**src/rtl/conv_pkg.sv**
```systemverilog
// Shared types and default geometry for the convolution input loader.
package conv_pkg;
   localparam int WORD_W = 32;
   localparam int ROW_W  = 1024;
   localparam int ADDR_W = 8;
   localparam int WPR    = ROW_W / WORD_W;
   localparam int WIDX_W = $clog2(WPR);

   typedef enum logic [1:0] {
      IDLE  = 2'd0,
      FILL  = 2'd1,
      WRITE = 2'd2,
      DONE  = 2'd3
   } state_t;
endpackage

```
**src/rtl/row_packer.sv**
```systemverilog
// Collects stream words into one BRAM row; slot k holds bits [k*WORD_W +: WORD_W].
module row_packer #(
   parameter int WORD_W = 32,
   parameter int ROW_W  = 1024,
   parameter int WIDX_W = 5
) (
   input  logic              clk,
   input  logic              rst_n,
   input  logic              i_clear,
   input  logic              i_we,
   input  logic [WIDX_W-1:0] i_idx,
   input  logic [WORD_W-1:0] i_data,
   output logic [ROW_W-1:0]  o_row
);
   localparam int NSLOT = ROW_W / WORD_W;

   logic [WORD_W-1:0] r_slot [NSLOT];
   logic [NSLOT-1:0]  w_slot_we;

   always_comb begin
      w_slot_we = '0;
      if (i_we) w_slot_we = NSLOT'(1) << i_idx;
   end

   always_ff @(posedge clk or negedge rst_n) begin
      if (!rst_n) begin
         for (int k = 0; k < NSLOT; k++) r_slot[k] <= '0;
      end else begin
         for (int k = 0; k < NSLOT; k++) begin
            if (i_clear)           r_slot[k] <= '0;
            else if (w_slot_we[k]) r_slot[k] <= i_data;
         end
      end
   end

   for (genvar g = 0; g < NSLOT; g++) begin : g_row
      assign o_row[g*WORD_W +: WORD_W] = r_slot[g];
   end
endmodule

```
**src/rtl/conv_input_loader.sv**
```systemverilog
// Packs a valid/ready word stream into NUM_ROWS BRAM rows at addresses 0..NUM_ROWS-1.
module conv_input_loader #(
   parameter int WORD_W   = conv_pkg::WORD_W,
   parameter int ROW_W    = conv_pkg::ROW_W,
   parameter int ADDR_W   = conv_pkg::ADDR_W,
   parameter int NUM_ROWS = 130
) (
   input  logic                 clk,
   input  logic                 reset,
   input  logic                 load_start,
   input  logic                 load_abort,
   input  logic [WORD_W-1:0]    s_data,
   input  logic                 s_valid,
   output logic                 s_ready,
   output logic                 ram_en,
   output logic                 ram_we,
   output logic [ADDR_W-1:0]    ram_addr,
   output logic [ROW_W-1:0]     ram_din,
   output logic                 load_busy,
   output logic                 load_done,
   output conv_pkg::state_t     dbg_state
);
   import conv_pkg::*;

   localparam int NWORDS = ROW_W / WORD_W;
   localparam int IW     = $clog2(NWORDS);

   state_t            r_state;
   logic [IW-1:0]     r_word_idx;
   logic [ADDR_W-1:0] r_row_idx;
   logic [ROW_W-1:0]  r_din_hold;
   logic [ROW_W-1:0]  w_row;
   logic              w_hs;
   logic              w_start;
   logic              w_clear;
   logic              w_pack_we;

   // s_ready is a registered state decode, so the handshake never loops through s_valid.
   assign w_hs      = s_valid & s_ready;
   assign w_start   = load_start & (((r_state == IDLE) & ~load_abort) | (r_state == DONE));
   assign w_clear   = w_start | ((r_state == FILL) & load_abort);
   assign w_pack_we = w_hs & ~load_abort;
   assign dbg_state = r_state;

   // The packer already holds the full row during WRITE; afterwards the held copy is shown.
   assign ram_din = (r_state == WRITE) ? w_row : r_din_hold;

   row_packer #(
      .WORD_W (WORD_W),
      .ROW_W  (ROW_W),
      .WIDX_W (IW)
   ) u_row_packer (
      .clk     (clk),
      .rst_n   (reset),
      .i_clear (w_clear),
      .i_we    (w_pack_we),
      .i_idx   (r_word_idx),
      .i_data  (s_data),
      .o_row   (w_row)
   );

   always_ff @(posedge clk or negedge reset) begin
      if (!reset) begin
         r_state    <= IDLE;
         r_word_idx <= '0;
         r_row_idx  <= '0;
         r_din_hold <= '0;
         s_ready    <= 1'b0;
         ram_en     <= 1'b0;
         ram_we     <= 1'b0;
         ram_addr   <= '0;
         load_busy  <= 1'b0;
         load_done  <= 1'b0;
      end else begin
         ram_en <= 1'b0;
         ram_we <= 1'b0;
         case (r_state)
            IDLE: begin
               if (w_start) begin
                  r_state    <= FILL;
                  r_word_idx <= '0;
                  r_row_idx  <= '0;
                  s_ready    <= 1'b1;
                  load_busy  <= 1'b1;
               end
            end
            FILL: begin
               if (load_abort) begin
                  r_state    <= IDLE;
                  r_word_idx <= '0;
                  s_ready    <= 1'b0;
                  load_busy  <= 1'b0;
               end else if (w_hs) begin
                  if (r_word_idx == IW'(NWORDS - 1)) begin
                     r_state    <= WRITE;
                     r_word_idx <= '0;
                     s_ready    <= 1'b0;
                     ram_en     <= 1'b1;
                     ram_we     <= 1'b1;
                     ram_addr   <= r_row_idx;
                  end else begin
                     r_word_idx <= r_word_idx + 1'b1;
                  end
               end
            end
            WRITE: begin
               r_din_hold <= w_row;
               if (load_abort) begin
                  r_state   <= IDLE;
                  load_busy <= 1'b0;
               end else if (r_row_idx == ADDR_W'(NUM_ROWS - 1)) begin
                  r_state   <= DONE;
                  load_busy <= 1'b0;
                  load_done <= 1'b1;
               end else begin
                  r_row_idx <= r_row_idx + 1'b1;
                  r_state   <= FILL;
                  s_ready   <= 1'b1;
               end
            end
            DONE: begin
               if (w_start) begin
                  r_state    <= FILL;
                  r_word_idx <= '0;
                  r_row_idx  <= '0;
                  s_ready    <= 1'b1;
                  load_busy  <= 1'b1;
                  load_done  <= 1'b0;
               end
            end
            default: r_state <= IDLE;
         endcase
      end
   end
endmodule

```
**config.mk**
```make
export PLATFORM = sky130hd
export DESIGN_NAME = conv_input_loader
export DESIGN_NICKNAME = d
export VERILOG_FILES = /design/src/rtl/conv_pkg.sv /design/src/rtl/row_packer.sv /design/src/rtl/conv_input_loader.sv
export SDC_FILE = /design/constraint.sdc
export NUM_CORES = 2
export LEC_CHECK = 0
export CAP_MARGIN = 25
export CORE_MARGIN = 5
export CORE_UTILIZATION = 45
export CTS_CLUSTER_SIZE = 28
export DETAILED_ROUTE_END_ITERATION = 8
export PLACE_DENSITY = 0.78
export SYNTH_ARGS = -nofsm -noshare
export SYNTH_HDL_FRONTEND = slang
export SYNTH_HIERARCHICAL = 1
export SYNTH_SLANG_ARGS = --single-unit
export TNS_END_PERCENT = 30
```
**constraint.sdc**
```tcl
create_clock -name clk -period 2.4 [get_ports clk]
set_clock_uncertainty 0.05 [all_clocks]
set_input_delay 0.36 -clock clk [delete_from_list [all_inputs] [get_ports clk]]
set_output_delay 0.36 -clock clk [all_outputs]
set_load 0.01 [all_outputs]
```
* Word level (Yosys, flattened, before mapping) *
Cells that the tools add are included.

storage, ports and cells
  output and inout bits = 1039
  word-level logic and storage cells = 211
  bits of input ports = 37
  register bits after elaboration = 2075

operators by class
  shift-type cells = 1
  bitwise logic cells = 8
  mux-type cells = 101
  $add $sub $neg = 2
  equal/unequal tests = 14
  reduce and logical (&&, ||, !) cells = 44

operator list
  kind                    number
  $mux W32                65
  $mux W1024              1
  $reduce_bool A2 Y1      35
  $shl A1 B5 Y32 const A  1
  $mux W8                 3
  $mux W5                 4
  $mux W1                 16
  $pmux W8 S2             1
  $mux W2                 6
  $reduce_and A4 Y1       3
  $pmux W5 S2             1
  $reduce_and A3 Y1       3
  $add A8 B1 Y8 const B   1
  $eq A8 B8 Y1 const B    1
  $ne A2 B2 Y1 const B    4
  $ne A3 B2 Y1 const B    2
  $pmux W1 S3             2
  $pmux W2 S3             1
  $add A5 B1 Y5 const B   1
  $and A1 B1 Y1           5
  $eq A5 B5 Y1 const B    1
  $reduce_and A5 Y1       1
  $eq A2 B2 Y1 const B    2
  $ne A2 B1 Y1 const B    2
  7 further kinds         8

* Depth between registers and ports, before layout *
  depth in word-level cells = 6
  depth in mapped cells = 10
  gate-level depth less buffers = 7

* Hierarchy *
Netlist, hierarchy kept.

by module, submodules not included
  module             times used  cells each  sequential area each (um^2)  area an instance (um^2)
  row_packer         1           3469        25624.6                      44295.0
  conv_input_loader  1           2305        26300.2                      39258.9

* Worst setup path after synthesis *
Ideal clock, no wire load.

  kind = register to output
  from = reg r_state[0] (netlist: dbg_state[0])
  to = out ram_din[893]
  arrival time = 1.781 ns
  data required time = 1.990 ns
  stages on the path, launching flop included = 7
  path slack = 0.209 ns
  path buffers = 3
  path through = dfrtp_1 -> inv_1 -> ha_1 -> clkbuf_1 -> clkbuf_1 -> buf_2 -> mux2_2

on the way
  cells in the longest elaborated chain, start to end = 2

RTL lines
  what                    RTL line                 source
  start, declared         conv_input_loader.sv:28  state_t r_state;
  start signal, assigned  conv_input_loader.sv:64  r_state <= IDLE;
  start signal, assigned  conv_input_loader.sv:80  r_state <= FILL;
  start signal, assigned  conv_input_loader.sv:89  r_state <= IDLE;
  $eq A2 B2 Y1            conv_input_loader.sv:46  assign ram_din = (r_state == WRITE) ? w_row : r_din_hold;
  $mux W1024              --
  end, declared           conv_input_loader.sv:18  output logic [ROW_W-1:0] ram_din,

No other way between the ends.

* Final worst setup path *
  from = reg r_state[0] (netlist: dbg_state[0])
  to = out ram_din[798]

The elaborated chain is that of the path after synthesis.

==> run_results.csv <==
group,metric,value,unit
final_layout,layout_commonest_cell,"dfrtp_1",
worst_setup_path,critPathArrivalTime,3.02,ns
final_layout,area_growth,29.9,%
synthesis,ys_warn_count,6,
routing,wl_met3,16.3,mm
clock_tree,clockBufferDepth,3,
floorplan,initial_core_util,45.2,%
clock_tree,clockRootBuffer,"clkbuf_16",
routing,top_layer,"met5",
timing,setup_viol,1805,
timing,period_minus_slack,3.43,ns
floorplan,rows,158,
final_layout,seq_area,51900,um2
floorplan,ios,1076,
grt,antenna_found_initial,11,
timing,rsz0062_at_grt,"true",
timing,drv_slew,0,
synthesis,yosysUniqueCellTypes,55,
routing,drt_iter0_drc,4114,
outcome,violations,"negative setup slack",
synthesis,async_flop_share,100,%
worst_setup_path,path_max_fanout,25,
routing,met1Wirelength,107,mm
final_layout,most-common-layout-cells,"dfrtp_1, nand2b_1, mux2i_1",
routing,vias_per_cell,5.46,
worst_setup_path,start_kind,"register",
placed_design,gp_congestion,0.848,
floorplan,fp.dieW,441,um
final_layout,drive_gt1_share,26.7,%
synthesis,synth.avg_cell_area,14.5,um2
routing,firstDrtPassIters,8,
final_layout,fillers,13979,
clock_tree,numCtsBuffers,205,
flow_run,cap_violations,0,
routing,vias,52989,
placed_design,dp_hpwl,185,mm
routing,routed_wl,274,mm
clock_tree,path_clk_slew,0.06,ns
final_layout,design_area,109000,um2
synthesis,syn_nets,5820,
routing,wl_per_cell,28.2,um
pwr,pwr_density_cell,822,nW/um2
routing,remaining_drc_errors,0,
synthesis,ys_ff_latch,2075,
floorplan,die_height,441,um
worst_setup_path,path_class,"reg2out",
grt,grt_first_pass_wirelength,393,mm
pwr,ir_worst_vdd,618,uV
synthesis,synth_edf_count,0,
routing,final_antenna_net_count,0,
outcome,outcome,"complete, but fails checks",
floorplan,core_area,185000,um2
clock_tree,clk-insertion-delay-late,0.88,ns
pwr,leakagePower,58.0,nW
placed_design,place_ws,-0.255,ns
timing,fin_ws,-1.03,ns
worst_setup_path,cp.required,1.99,ns
clock_tree,numClockSinks,2075,
pwr,finalPower,0.0892,W
grt,grt_overflow_total,0,
synthesis,ys_seq_area_share,62.1,%
grt,grt_max_degree,111,
timing,holdWs,0.195,ns
placed_design,placed_area,101000,um2
clock_tree,h-tree-depth,4,
synthesis,ys.flop_type,"dfrtp_1",
grt,grt_pass1_vias,57364,
timing,tightest_slew,0.700,ns
timing,fin_crit_sh,143,%
timing,fin_setup_tns,-971.17,ns
floorplan,dieArea,194000,um2
timing,finalHoldViolCount,0,
final_layout,multi_input_area,29900,um2
timing,max_freq,291,MHz
synthesis,syn-cell-area,83600,um2
min_path,hold_path_class,"in2reg",
timing,slew-limit-headroom,53.3,%
routing,wl_met2,131,mm
synthesis,postSynthCellCount,5774,
placed_design,placement.io_buffers,1075,
worst_setup_path,endpoint_kind,"output pin",
clock_tree,cts_tree,"done",
final_layout,final_nets,7081,
grt,gr-usage-all-layers,27.5,%
power by group:
group | switching, W | total [W] | internal [W]
sequential | 0.000488 | 0.0364 | 0.0359
clock | 0.0141 | 0.0333 | 0.0192
combinational | 0.0107 | 0.0195 | 0.00880
repair_timing:
action                                  in CTS  in global routing
buffers inserted                            12                 13
gates cloned                                 3                  7
hold endpoints to repair                  1179                  0
gates resized for setup                    253                208
hold buffers                                 3                  0
endpoints found under the setup margin    1739               2051
final cells by class:
class	count	share of cell area, %
Inverter	7	0.0242
Multi-Input combinational cell	3254	27.6
Clock inverter	65	0.917
Antenna cell	9	0.0207
Timing Repair Buffer	1492	15.2
Tap cell	2480	2.86
Clock buffer	318	5.62
Sequential cell	2075	47.8
critical path, stage by stage, from the launching register on:
cell and delay (ns):
dfrtp_1 0.39, inv_2 0.08, ha_4 0.17, buf_12 0.18
buf_16 0.21, buf_16 0.22, mux2_2 0.38, clkdlybuf4s50_1 0.49
cells in the mapped netlist (2+ instances only):
library cell  count  area (um2)
buf_6             4        45.0
and4_1            2        17.5
o21ai_0           7        35.0
nor3b_1           2        15.0
and2_4            2        17.5
mux2_2         1031       11600
dfrtp_1        2075       51900
nand3_1           3        15.0
nor2_1            8        30.0
and2_1            3        18.8
clkbuf_1        220         826
buf_2           161         806
a31oi_1           8        50.1
nand2_1          23        86.3
buf_12            2        40.0
a41oi_1           2        17.5
nor2b_1           2        12.5
mux2_4            3        45.0
nand4_1           2        12.5
nor4bb_1          2        20.0
and3_1            2        12.5
o41ai_1           2        17.5
nand2b_1       1062        6640
inv_1             7        26.3
ha_1              9         113
nor4b_4           2        47.6
mux2i_1        1027       10300
nand2_2          18         113
and4b_1           3        30.0
buf_4            48         360
o31ai_1           2        15.0
a21oi_1           6        30.0
a21o_1            2        15.0
routing by layer:
layer	up-vias	GRT usage, %
met5	-	0
met4	4	17.1
met3	700	5.01
met2	2148	44.0
met1	28119	34.8
li1	22018	-
sequential cells by signal (all words and copies together) (netlist names):
| signal | count |
|---|---|
| ram_addr | 8 |
| s_ready | 1 |
| u_row_packer/o_row | 1024 |
| r_din_hold | 1024 |
| r_word_idx | 5 |
| load_busy | 1 |
| ram_we | 1 |
| load_done | 1 |
| dbg_state | 2 |
| r_row_idx | 8 |
stage by stage:
step                instances  utilization [%]
finish                   9700             58.7
global route             9695             58.7
CTS                      9671             58.4
detailed placement       9270             54.4
global placement         9269             54.4
floorplan                5774                -
logic make-up (layout without fill, tap and decap cells):
kind of cell             after synthesis  count (layout)  share of synthesized area [%]
other                                  0               9                              0
flip-flops                          2075            2075                           62.1
AND/OR/NAND/NOR                     1147            1147                           8.61
multiplexers                        2062            2062                           26.3
adder cells (fa/ha/maj)                9               9                          0.135
buffers and inverters                445            1882                           2.55
AO/OA/AOI/OAI                         36              36                          0.301
path summary, 6_finish.rpt:
check	startpoint	endpoint	slack, ns	depth (start not counted)
worst max-delay path	dbg_state[0]	ram_din[798]	-1.03	7
worst min-delay path	s_valid	ram_we	0.19	2
worst max register to register	dbg_state[1]	u_row_packer/o_row[15]	-0.16	11
worst min register to register	r_din_hold[825]	r_din_hold[825]	0.44	1
max in group asynchronous	reset	r_din_hold[180]	0.50	4
min in group asynchronous	reset	u_row_packer/o_row[223]	0.58	3
(Power assumes the default switching activity.)
